[src/rtl/ddr_req_queue_pkg.sv]
// Shared types for the DDR request queue: address fields, rw encoding, FIFO
// entry layout and dispatch FSM states.
package ddr_package;

    localparam int RA_WIDTH = 15;
    localparam int CA_WIDTH = 10;
    localparam int BG_WIDTH = 2;
    localparam int BA_WIDTH = 2;
    localparam int FLAT_W   = RA_WIDTH + BG_WIDTH + BA_WIDTH + CA_WIDTH;

    localparam logic [1:0] READ  = 2'b00;
    localparam logic [1:0] WRITE = 2'b01;

    typedef struct packed {
        logic [BG_WIDTH-1:0] bg_addr;
        logic [BA_WIDTH-1:0] ba_addr;
        logic [RA_WIDTH-1:0] row_addr;
        logic [CA_WIDTH-1:0] col_addr;
    } mem_addr_type;

    typedef struct packed {
        logic [1:0]   rw;
        mem_addr_type addr;
    } dq_entry_type;

    typedef enum logic [1:0] {DQ_IDLE, DQ_ACCEPT, DQ_BUSY} dq_fsm_type;

    // Flat host address layout is {row, bg, ba, col}, MSB first.
    function automatic mem_addr_type decode_addr(input logic [FLAT_W-1:0] a);
        mem_addr_type m;
        m.col_addr = a[CA_WIDTH-1:0];
        m.ba_addr  = a[CA_WIDTH +: BA_WIDTH];
        m.bg_addr  = a[CA_WIDTH+BA_WIDTH +: BG_WIDTH];
        m.row_addr = a[FLAT_W-1 -: RA_WIDTH];
        return m;
    endfunction

endpackage

[src/rtl/ddr_req_queue_req_fifo.sv]
// Generic synchronous FIFO; head entry is visible on dout while not empty.
module req_fifo #(
    parameter int  DEPTH = 8,
    parameter type T     = logic [7:0]
) (
    input  logic                     clk,
    input  logic                     rst_n,
    input  logic                     push,
    input  logic                     pop,
    input  T                         din,
    output T                         dout,
    output logic [$clog2(DEPTH):0]   count,
    output logic                     full,
    output logic                     empty
);

    localparam int AW = $clog2(DEPTH);
    localparam int CW = AW + 1;

    T               mem [DEPTH];
    logic [AW-1:0]  wr_ptr, rd_ptr;
    logic           do_push, do_pop;

    assign full    = (count == CW'(DEPTH));
    assign empty   = (count == '0);
    assign do_push = push && !full;
    assign do_pop  = pop && !empty;
    assign dout    = mem[rd_ptr];

    always_ff @(posedge clk or negedge rst_n) begin
        if (!rst_n) begin
            wr_ptr <= '0;
            rd_ptr <= '0;
            count  <= '0;
        end else begin
            if (do_push) wr_ptr <= wr_ptr + AW'(1);
            if (do_pop)  rd_ptr <= rd_ptr + AW'(1);
            case ({do_push, do_pop})
                2'b10:   count <= count + CW'(1);
                2'b01:   count <= count - CW'(1);
                default: count <= count;
            endcase
        end
    end

    // Storage needs no reset: the cleared pointers/count make old entries unreachable.
    always_ff @(posedge clk) begin
        if (do_push) mem[wr_ptr] <= din;
    end

endmodule

[src/rtl/ddr_req_queue.sv]
// Host request queue feeding the ACT stage: decode at push, one-at-a-time
// dispatch with an act_cmd re-pulse if the ACT stage never leaves idle.
module ddr_req_queue
    import ddr_package::*;
#(
    parameter int DEPTH     = 8,
    parameter int ADDR_W    = 29,
    parameter int ACCEPT_TO = 16
) (
    input  logic                    clock_t,
    input  logic                    reset_n,
    input  logic                    req_valid,
    input  logic [ADDR_W-1:0]       req_addr,
    input  logic [1:0]              req_rw,
    output logic                    req_ready,
    input  logic                    act_idle,
    input  logic                    rw_proc,
    output logic                    act_cmd,
    output mem_addr_type            mem_addr,
    output logic [1:0]              rw,
    output logic [$clog2(DEPTH):0]  q_count,
    output logic                    q_empty
);

    localparam int TW = $clog2(ACCEPT_TO + 1);

    dq_fsm_type    state;
    logic [TW-1:0] to_cnt;
    dq_entry_type  push_entry, head;
    logic          fifo_full, push, pop;

    assign push_entry.rw   = req_rw;
    assign push_entry.addr = decode_addr(req_addr);
    assign req_ready       = !fifo_full;
    assign push            = req_valid && req_ready;
    assign pop             = (state == DQ_IDLE) && !q_empty && act_idle && rw_proc;

    req_fifo #(.DEPTH(DEPTH), .T(dq_entry_type)) u_fifo (
        .clk   (clock_t),
        .rst_n (reset_n),
        .push  (push),
        .pop   (pop),
        .din   (push_entry),
        .dout  (head),
        .count (q_count),
        .full  (fifo_full),
        .empty (q_empty)
    );

    always_ff @(posedge clock_t or negedge reset_n) begin
        if (!reset_n) begin
            state    <= DQ_IDLE;
            to_cnt   <= '0;
            act_cmd  <= 1'b0;
            mem_addr <= '0;
            rw       <= READ;
        end else begin
            act_cmd <= 1'b0;
            case (state)
                DQ_IDLE: begin
                    if (pop) begin
                        mem_addr <= head.addr;
                        rw       <= head.rw;
                        act_cmd  <= 1'b1;
                        to_cnt   <= '0;
                        state    <= DQ_ACCEPT;
                    end
                end
                DQ_ACCEPT: begin
                    if (!act_idle) begin
                        state <= DQ_BUSY;
                    end else if (to_cnt == TW'(ACCEPT_TO - 1)) begin
                        // ACT stage missed the pulse (e.g. rw_proc dropped); offer it again.
                        act_cmd <= 1'b1;
                        to_cnt  <= '0;
                    end else begin
                        to_cnt <= to_cnt + TW'(1);
                    end
                end
                DQ_BUSY: begin
                    if (act_idle) state <= DQ_IDLE;
                end
                default: state <= DQ_IDLE;
            endcase
        end
    end

endmodule

[config.mk]
export PLATFORM = sky130hd
export DESIGN_NAME = ddr_req_queue
export DESIGN_NICKNAME = d
export VERILOG_FILES = /design/src/rtl/ddr_req_queue_pkg.sv /design/src/rtl/ddr_req_queue_req_fifo.sv /design/src/rtl/ddr_req_queue.sv
export SDC_FILE = /design/constraint.sdc
export NUM_CORES = 1
export LEC_CHECK = 0
export ABC_AREA = 1
export CAP_MARGIN = 20
export CORE_MARGIN = 10
export CORE_UTILIZATION = 45
export DETAILED_ROUTE_END_ITERATION = 16
export MAX_ROUTING_LAYER = met4
export PLACE_DENSITY = 0.66
export SLEW_MARGIN = 15
export SYNTH_ARGS = -nofsm -noshare
export SYNTH_HDL_FRONTEND = slang
export SYNTH_SLANG_ARGS = --single-unit
[constraint.sdc]
create_clock -name clock_t -period 2.6 [get_ports clock_t]
set_input_delay 0.65 -clock clock_t [delete_from_list [all_inputs] [get_ports clock_t]]
set_output_delay 0.65 -clock clock_t [all_outputs]
set_load 0.03 [all_outputs]
==> results summary, run 1 <==
The run finished with clean final reports. The number of primary I/O pins is 74. The part of the power in the clock network came out at 25.3%. The number of buffer cells added on primary ports is 73. The floorplan step set the die height to 185 um.

The finished cells cover 14600 sq um. The part of the power in combinational logic is 35.2%. The transition time at the pin with the least slew margin came out at 0.835 ns. The final weighted congestion in routability-driven placement came out at 0.761. The initial antenna violation count is 2.

The cell area after placement is 13600 sq um. In this run the worst path has a maximum fanout of 5. Before CTS, the worst setup slack after placement is 0.0488 ns. For the worst setup path, the data arrival time is 1.86 ns. The sequential share of the synthesized area came out at 70.9%. Compared with the post-synthesis result, the final layout area differs by 19.1%. The worst-case IR drop observed on VDD is 0.606 mV. The clock transition at the registers of the reported paths came out at 0.06 ns. The root buffer cell chosen for the clock tree is clkbuf_16.

Cells with a size suffix above 1 make up 7.64% of the layout. Routed signal wires occupy layers up through met4. The analysis attributes to net switching a power of 5920 uW. The clock latency at the later pin of the worst-skew pair came out at 0.55 ns. Across all setup checks in the final design, the least slack found is 0.0884 ns. The portion of the clock cycle consumed by the worst path in the final layout came out at 96.6%.

The worst endpoint required time came out at 1.95 ns. Setup repair after global routing left no endpoint under its margin. The total number of vias is 8015.

The detailed router put a total of 12300 um of wire on met1. TritonCTS built the clock tree. In the routed design, unresolved DRC markers number 0. The proportion of power drawn by flip-flops and latches came out at 39.5%. Buffers inserted to repair hold after CTS numbered 0. The worst slew margin relative to its limit came out at 44.3%. The commonest non-fill, non-tap cell in the layout is nand2_1. The setup path with the least slack is of type flop to output pin. The internal power component came out at 10400 uW. Entering global routing, the biggest net connects 126 pins. The deepest level of the CTS H-tree came out at 1.

The average instance area after synthesis came out at 10.7 sq um. The total count of max-transition violations in the final report is 0. The worst setup path is launched from a flop. The first-pass GRT wire length is 43000 um. The leakage power total came out at 0.00610 uW. When the netlist entered floorplanning its net count stood at 1186.

The initial core utilization came out at 45.5%. The number of clock sinks came out at 297. The count of maximum capacitance violations is 0. The clock period minus worst slack is 2.51 ns. The endpoint kind of the worst setup timing path is an output pin.

The total CTS buffers came out at 31. The worst-case clock buffer depth is 3. Summed over all nets, wire length on met2 after detailed routing comes to 13000 um. The overall track demand over capacity in global routing came out at 16.3%. The pre-antenna-repair detailed-routing pass consisted of 5 iterations. The total half-perimeter wirelength after legalization and detailed placement came out at 15500 um. After detailed routing, the average wire length per cell comes to 17.1 um. Synthesis produced a netlist whose cell count is 1144. The type of the worst min-delay path is primary input to asynchronous set/reset pin. On the final layout, the worst clock skew is 0.0127 ns. Setup violations remaining at the end of the flow were counted as 0. The routed length on met3 is 1550 um. Counting flops and latches in the post-synthesis netlist gives 297. Net switching is 36.4% of the power. Based on the critical path, the design can be clocked at up to 0.398 GHz. The core footprint is 26900 sq um. The area enclosed by the die boundary is 34200 sq um. The number of nets with antenna violations after routing is 0. The number of placement rows is 60.

Power spread over the standard cell area amounts to 1120 nW/um^2. Leaving out fill and tap cells, the most frequent cells in the layout are nand2_1 (531), edfxtp_1 (248), nand3_1 (135). Dividing the detail-routed via count by the number of cells gives 5.01. The count of filler cells inserted in the layout came out at 2268. The first routing iteration left 730 violations.

In this run the horizontal extent of the chip is 185 um. The post-synthesis cell area came out at 12200 sq um. The global route total overflow is 0. After the last flow step, the layout net total stands at 1274. The number of buffers inserted by post-CTS setup repair came out at 0.

The final-report hold violation count is 0. The final layout contains routed wiring with a total length of 27300 um. The via count of the first global-routing pass came out at 7831. During synthesis, Yosys emitted a total of 0 warnings. The number of distinct library cells after synthesis is 22.
cells by family after synthesis:
logic type | Yosys count | share of synthesized area, %
flip-flops | 297 | 70.9
AND/OR/NAND/NOR | 688 | 22.6
XOR/XNOR | 5 | 0.358
buffers and inverters | 138 | 5.14
adder cells (fa/ha/maj) | 6 | 0.613
AO/OA/AOI/OAI | 10 | 0.429
state kept, by name, summed over array words and instances (netlist names):
signal	flops
to_cnt	5
state	2
u_fifo.rd_ptr	3
mem_addr	29
rw	2
act_cmd	1
u_fifo.mem	248
u_fifo.count	4
u_fifo.wr_ptr	3
cells in the mapped netlist (all sizes together):
library cell	n	area, sq um
ha	6	75.1
dfrtp	49	1230
inv	85	322
a21oi	2	10.0
o21ai	7	35.0
clkbuf	9	33.8
edfxtp	248	7450
a21boi	1	7.51
xnor2	1	8.76
nand3	135	676
buf	44	274
nand2	533	2010
nor2	18	70.1
or2	2	12.5
xor2	4	35.0
stage by stage:
step	utilization, %	TNS [ns]	hold slack (ns)	std cells	total power (uW)
3_5_place_dp	50.7	0	0.465	1540	12300
4_1_cts	54.2	0	0.124	1597	16400
5_1_grt	54.2	0	0.151	1599	17300
2_1_floorplan	-	-21.81	0.354	1144	10300
6_report	54.2	0	0.113	1599	16300
3_3_place_gp	50.7	0	0.464	1540	12200
power groups by stage:
stage / sequential [uW] / combinational (uW) / clock (uW)
6_report: 6440 / 5740 / 4120
5_1_grt: 6510 / 6380 / 4400
4_1_cts: 6440 / 5810 / 4170
3_5_place_dp: 6520 / 5790 / 0
3_3_place_gp: 6510 / 5700 / 0
2_1_floorplan: 6950 / 3320 / 0
layer usage:
layer / vias to the layer above / global-route usage [%]
met5: - / -
met2: 214 / 26.4
met3: 40 / 2.74
met1: 3837 / 21.2
li1: 3924 / -
met4: 0 / 3.84
what timing repair did:
| action | CTS | global route |
|---|---|---|
| resized for setup | 1 | 0 |
| setup endpoints to repair | 1 | 0 |
| endpoints found under the hold margin | 0 | 0 |
area by class of cell:
cell class	instances	area (sq um)	area share [%]
Antenna cell	2	5.00	0.0343
Clock buffer	48	871	5.98
Clock inverter	9	72.6	0.498
Inverter	85	322	2.21
Multi-Input combinational cell	709	3000	20.6
Sequential cell	297	8680	59.6
Tap cell	341	427	2.93
Timing Repair Buffer	108	1200	8.24
worst max-delay path: stages (launching register included):
cell,delay (ns)
dfrtp_1,0.44
nor2_2,0.16
nand3_1,0.10
clkdlybuf4s50_1,0.61
worst paths after layout:
kind,startpoint,end,slack (ns),cells after the start
worst max-delay path,u_fifo.count[1],req_ready,0.09,3
worst min-delay path,reset_n,mem_addr[4],0.11,1
worst max register to register,u_fifo.count[1],u_fifo.count[2],0.57,11
worst min register to register,mem_addr[1],mem_addr[1],0.47,2
max in group asynchronous,reset_n,state[0],1.87,2
min in group clock_t,mem_addr[1],mem_addr[1],0.47,2
Note: power is estimated with default switching activity, not from simulation.
==> run 2, diff against run 1 <==
--- a/config.mk
+++ b/config.mk
@@ -5,7 +5,6 @@
 export SDC_FILE = /design/constraint.sdc
 export NUM_CORES = 1
 export LEC_CHECK = 0
-export ABC_AREA = 1
 export CAP_MARGIN = 20
 export CORE_MARGIN = 10
 export CORE_UTILIZATION = 45
==> run 2 against run 1 <==
Effect of this change: sequential power increased by 3%; power fell by 6.2%; clock-buffer cell count is 14 lower; design area fell by 5.5%; critical path depth up 5; largest power group unchanged; highest routed layer unchanged.
==> results summary, run 2 <==
The flow ran to the end, and the final reports show no timing, DRC or antenna violations. The average instance area after synthesis is 20.4 sq um. The total CTS buffers came out at 30. The number of remaining DRC errors came out at 0. The proportion of power drawn by flip-flops and latches is 43.5%. The number of primary I/O pins is 74. The post-synthesis cell area is 11300 sq um. The number of endpoints failing setup at the final stage came out at 0. In the synthesized netlist the dominant register cell turns out to be edfxtp_1. Summed over all nets, the switching power comes to 4720 uW. The fraction of layout cells with a size suffix above 1 is 24.8%.

The number of buffer cells added on primary ports came out at 73. The final-report hold violation count came to 0. The largest registers in the layout are u_fifo.mem x248, mem_addr x29, to_cnt x5.

u_fifo.mem holds more flip-flops than any other register. The part of the power in combinational logic is 30.8%. Leaving out fill and tap cells, the most frequent cell in the layout is edfxtp_1. The initial antenna violation count came out at 2. The clock period minus worst slack came out at 2.55 ns.

For the pin with the worst max-slew slack, the measured transition is 0.714 ns. The proportion of register bits with asynchronous set or reset after synthesis is 16.5%. The number of distinct library cells after synthesis is 37. The die covers 31800 sq um. The TritonCTS clock tree is yes. The switching share of power came out at 30.9%. The internal power component is 10600 uW. The worst-case clock buffer depth is 3. The number of flip-flops in the largest register is 248. The clock transition at the registers of the reported paths came out at 0.06 ns.

The cell with the most instances after synthesis is edfxtp_1. The core footprint came out at 24500 sq um. The sequential share of the synthesized area came out at 76.9%.

The number of placement rows is 57. Setup repair after global routing left no endpoint under its margin. The part of the power in the clock network is 25.7%. The clock latency at the later pin of the worst-skew pair came out at 0.56 ns. The number of nets with antenna violations after routing came out at 0.

The clock tree root buffer cell is clkbuf_16. The final cell count without fillers came out at 1019. At the end of the flow, the number of nets in the layout was 711.

The synthesized netlist net count came out at 596. The area added between synthesis and finish is 22.0%. The min-delay analysis places its worst path in the category primary input to asynchronous set/reset pin.

The total half-perimeter wirelength after legalization and detailed placement came out at 13200 um. The total count of max-transition violations in the final report is 0. The via count of the first global-routing pass came out at 5875. The maximum frequency from static timing analysis is 0.393 GHz.

Routability-driven placement finished with a final weighted congestion of 0.736. The hold buffer count at CTS is 0. The count of maximum capacitance violations came out at 0. Of the post-synthesis cell area, the dominant cell type holds 66.0%. The power density relative to cell area came out at 1110 nW/um^2. The die is 178 um wide.

The number of enable flip-flop cells after synthesis is 248. Synthesis produced a netlist whose cell count is 554. The largest net degree at the start of global routing is 71. In the layout the commonest cells are edfxtp_1 (248), clkdlybuf4s50_1 (70), mux4_2 (62). The first-pass GRT wire length came out at 34700 um.

The final critical path takes up 98.0% of the cycle. The leakage power total came out at 0.00471 uW. Total power for the finished layout comes to 15300 uW. The detailed router placed 5447 vias in this run. The number of clock sinks came out at 297.

The vias per cell is 5.35. The number of buffers inserted by post-CTS setup repair is 0. The biggest fanout along the worst timing path is 5. Summed over all failing endpoints, the final setup total negative slack is 0 ns.

The detailed router finished its first iteration with 391 violations. By area the synthesized netlist is led by edfxtp_1 (66%), mux4_2 (12%), dfrtp_1 (11%). The worst setup path is captured at a flop. At the worst endpoint, the required time is 3.01 ns.

The endpoint arrival time on the critical path came out at 2.96 ns. The length of the first detailed-routing pass in iterations came out at 4. After detailed routing, the average wire length per cell comes to 21.9 um. IR analysis of the VDD net gives a maximum drop of 0.663 mV. STA classifies the critical path startpoint as a primary input.

The global route total overflow came out at 0. The worst slew margin relative to its limit is 52.4%. During synthesis, Yosys emitted a total of 0 warnings. The die span in y is 178 um. The clock arrives with 0.0292 ns of skew. The routed wire length came out at 22400 um. The deepest level of the CTS H-tree came out at 1. The number of synthesized register bits came out at 297. edfxtp_1 takes more of the synthesized area than any other cell. The number of placed instances with taps included came out at 961.

Fill cells in the final layout number 1842. The class of the most critical setup path is primary input to flop. Ranked by instance count, the synthesized netlist is headed by edfxtp_1 (248), mux4_2 (62), dfrtp_1 (49). Global routing used 14.6% of the available tracks.

The initial core utilization is 46.1%.
==> run 2: timing repair <==
item | in CTS | in global routing
setup endpoints to repair | 2 | 2
pin swaps | 0 | 0
resized for setup | 4 | 3
==> run 2: worst paths after layout <==
kind	from	cells after the start	slack (ns)	end
max	act_idle	8	0.05	u_fifo.count[3]
min	reset_n	1	0.14	mem_addr[7]
max reg2reg	u_fifo.count[1]	6	0.16	u_fifo.count[3]
min reg2reg	mem_addr[0]	2	0.48	mem_addr[0]
max in group asynchronous	reset_n	2	1.82	u_fifo.rd_ptr[0]
min in group clock_t	mem_addr[0]	2	0.48	mem_addr[0]
==> run 2: power by group through the flow <==
stage	Combinational [uW]	Sequential, uW	Clock, uW
2_1_floorplan	2660	7040	0
3_3_place_gp	4750	6680	0
3_5_place_dp	4840	6740	0
4_1_cts	4840	6660	4040
5_1_grt	5100	6740	4220
6_report	4710	6640	3930
==> run 2: logic make-up (layout without fill, tap and decap cells) <==
| kind of cell | after synthesis | count (layout) | share of synthesized area (%) |
|---|---|---|---|
| compound gates | 41 | 41 | 2.00 |
| xor+xnor | 9 | 9 | 0.699 |
| fa+ha+maj | 6 | 6 | 0.665 |
| buf+inv | 30 | 169 | 1.46 |
| flops | 297 | 297 | 76.9 |
| mux | 95 | 95 | 15.3 |
| other cells | 0 | 2 | 0 |
| simple gates | 76 | 76 | 2.99 |
==> run 2: per-stage QoR <==
step           hold slack, ns  util (%)  cell area (sq um)  setup slack, ns
2_1_floorplan           0.354         -              11300           -0.223
3_3_place_gp            0.466      52.5              12800           -0.400
3_5_place_dp            0.474      52.5              12800           -0.465
4_1_cts                 0.134      56.3              13800         -0.00843
5_1_grt                 0.160      56.3              13800          0.00575
6_report                0.137      56.3              13800           0.0527
==> run 2: area by class of cell <==
type / instances / area, sq um / area share (%)
Antenna cell: 2 / 5.00 / 0.0363
Clock buffer: 34 / 786 / 5.71
Clock inverter: 22 / 136 / 0.990
Inverter: 4 / 15.0 / 0.109
Multi-Input combinational cell: 227 / 2540 / 18.4
Sequential cell: 297 / 8680 / 63.1
Tap cell: 324 / 405 / 2.94
Timing Repair Buffer: 109 / 1200 / 8.73
==> run 2: critical path: stages <==
cell and delay (ns):
clkdlybuf4s50_1 0.48, nand2_1 0.05, or4_2 0.62, inv_1 0.13, ha_1 0.29, nor4b_1 0.42, nor3_1 0.15, xnor2_1 0.16
==> run 2: metal layers <==
metal	share of wire, %	global-route usage [%]	vias to the layer above
met5	0	-	-
met4	2.2	3.86	0
met3	5.0	2.52	45
met2	50	23.8	139
met1	43	18.8	2801
li1	-	-	2462
==> run 3, diff against run 2 <==
--- a/config.mk
+++ b/config.mk
@@ -8,9 +8,9 @@
 export CAP_MARGIN = 20
 export CORE_MARGIN = 10
 export CORE_UTILIZATION = 45
+export CTS_CLUSTER_DIAMETER = 80
 export DETAILED_ROUTE_END_ITERATION = 16
-export MAX_ROUTING_LAYER = met4
-export PLACE_DENSITY = 0.66
+export PLACE_DENSITY_LB_ADDON = 0.05
 export SLEW_MARGIN = 15
 export SYNTH_ARGS = -nofsm -noshare
 export SYNTH_HDL_FRONTEND = slang
==> run 3 against run 2 <==
Effect of this change: cell count rose by 0.29%; critical path depth fell by 6; sequential power barely moved; clock power rose by 9.2%; via count rose by 0.90%; sequential share of layout area fell by 0.30 points; critical endpoint is now req_ready; largest cell class unchanged; largest power group unchanged.
==> results summary, run 3 (same netlist as run 2, synthesis figures left out) <==
In the layout the commonest cells are edfxtp_1 (248), clkdlybuf4s50_1 (70), mux4_2 (62). The deepest level of the CTS H-tree is 1. The final-report hold violation count came out at 0. The number of clock sinks came out at 297. The portion of the clock cycle consumed by the worst path in the final layout is 95.6%. The number of primary I/O pins is 74. The worst slew margin relative to its limit is 49.6%. The initial antenna violation count came to 1.

The TritonCTS clock tree is yes. The die covers 31800 sq um. The total half-perimeter wirelength after legalization and detailed placement is 13500 um.

The number of endpoints failing setup at the final stage is 0. The class of the most critical setup path is flop to output pin. The clock transition at the registers of the reported paths is 0.06 ns. Max-cap violations in this run came to 0. The detailed-route wire length per cell is 22.7 um. The detailed router finished its first iteration with 385 violations. The startpoint identified for the worst register-to-register timing path is u_fifo.count[1]. The cell area after placement came out at 12800 sq um.

The global route total overflow is 0. The floorplan has 57 rows. The number of cells on the worst reg-to-reg path is 9. Port buffering added 73 buffers. The number of flip-flops in the largest register came out at 248.

The transition time at the pin with the least slew margin came out at 0.757 ns. For the finished layout, the period the worst path requires is 2.49 ns. The endpoint identified for the worst register-to-register timing path is u_fifo.count[2]. The filler cells instantiated in the layout total 1888. The most flop-heavy register is u_fifo.mem. The setup slack on the worst flop-to-flop path is 0.23 ns. The routed layout has 5496 vias. Leaving out fill and tap cells, the most frequent cell in the layout is edfxtp_1. After clock tree synthesis, the flow added hold-fix buffers numbering 0.

Buffers inserted during clock tree synthesis total 31. The summed area of non-filler cells in the final layout is 13800 sq um. The initial core utilization is 46.1%. The number of remaining DRC errors is 0. The total count of max-transition violations in the final report came to 0. The core footprint came out at 24500 sq um. The largest voltage drop on the vdd net came out at 0.610 mV. The routed wire length is 23200 um.

For the worst setup path, the data required time is 1.95 ns. For this run, the detailed router's first-pass iteration total came to 4. The hold slack is 0.0756 ns.

The area growth from synthesis to layout is 22.6%. The floorplan die width came out at 178 um. The leakage power total came out at 0.00475 uW. Across every metal layer, demand over resource in global routing totals 14.7%.

The maximum frequency from static timing analysis came out at 0.402 GHz. The via count of the first global-routing pass came out at 5939. The flow ran to the end, and the final reports show no timing, DRC or antenna violations. The vias per cell came out at 5.38.

The first-pass GRT wire length is 35600 um. In this run the worst hold path is classified as primary input to asynchronous set/reset pin. The clock latency at the later pin of the worst-skew pair is 0.56 ns. The number of nets with antenna violations after routing is 0. Entering global routing, the biggest net connects 71 pins.

The biggest fanout along the worst timing path is 8. The worst setup path is captured at an output pin. The cell sitting at the root of the clock tree is a clkbuf_16. The largest registers in the layout are u_fifo.mem x248, mem_addr x29, to_cnt x5.

The endpoint arrival time on the critical path came out at 1.84 ns. The worst setup path is launched from a flop. At the end of the flow, the number of nets in the layout was 714. The worst-case clock buffer depth is 3.

The power density relative to cell area is 1130 nW/um^2. The die is 178 um tall. At the end of routability-driven placement, the weighted congestion stood at 0.762. The fraction of layout cells with a size suffix above 1 came out at 24.7%. The final setup skew is 0.0115 ns.
==> run 3: power breakdown <==
group	switching [uW]	internal, uW
Clock	1750	2530
Sequential	554	6120
Combinational	2440	2250
==> run 3: metrics by stage <==
stage	instances	TNS, ns	setup WS, ns	util [%]	power, uW
after detailed placement	963	-3.08	-0.520	52.4	11600
after global placement	963	-1.65	-0.428	52.4	11500
after CTS	1021	-0.0115	-0.0115	56.5	15900
after global routing	1021	-0.0114	-0.0114	56.5	16400
after floorplan	554	-20.70	-0.223	-	9700
final	1022	0	0.114	56.6	15600
==> run 3: critical path: stages (launching register included) <==
cell	delay, ns
dfrtp_2	0.49
or4b_4	0.59
buf_2	0.20
==> run 3: worst max path at each step <==
| stage | startpoint | to | slack (ns) | depth (start not counted) |
|---|---|---|---|---|
| 3_5_place_dp | act_idle | u_fifo.count[2] | -0.52 | 11 |
| 5_1_grt | act_idle | u_fifo.count[2] | -0.01 | 11 |
| 4_1_cts | u_fifo.count[1] | req_ready | -0.01 | 2 |
| 6_report | u_fifo.count[1] | req_ready | 0.11 | 2 |
| 2_1_floorplan | u_fifo.count[3] | u_fifo.mem[7][0] | -0.22 | 3 |
| 3_3_place_gp | act_idle | u_fifo.count[2] | -0.43 | 11 |
==> run 3: cell type report <==
type                       instances  area [sq um]  area share, %
inverter                           4          15.0          0.109
clock inverter                    14           131          0.950
clock buffer                      44           875           6.32
antenna                            1          2.50         0.0181
tap                              324           405           2.93
multi-input combinational        227          2560           18.5
sequential                       297          8680           62.8
timing repair buffer             111          1170           8.44
==> run 3: per-layer routing <==
layer / vias up / wire [um] / GRT usage (%)
met5: - / 0 / 0
met4: 0 / 487 / 3.62
met3: 33 / 1180 / 2.64
met2: 119 / 11800 / 25.3
met1: 2872 / 9740 / 18.9
li1: 2472 / - / -
==> run 3: what timing repair did <==
item                                   CTS  global route
setup endpoints to repair                2             3
pin swaps                                0             0
endpoints found under the hold margin    0             0
resized for setup                        4             7
setup buffers                            0             0
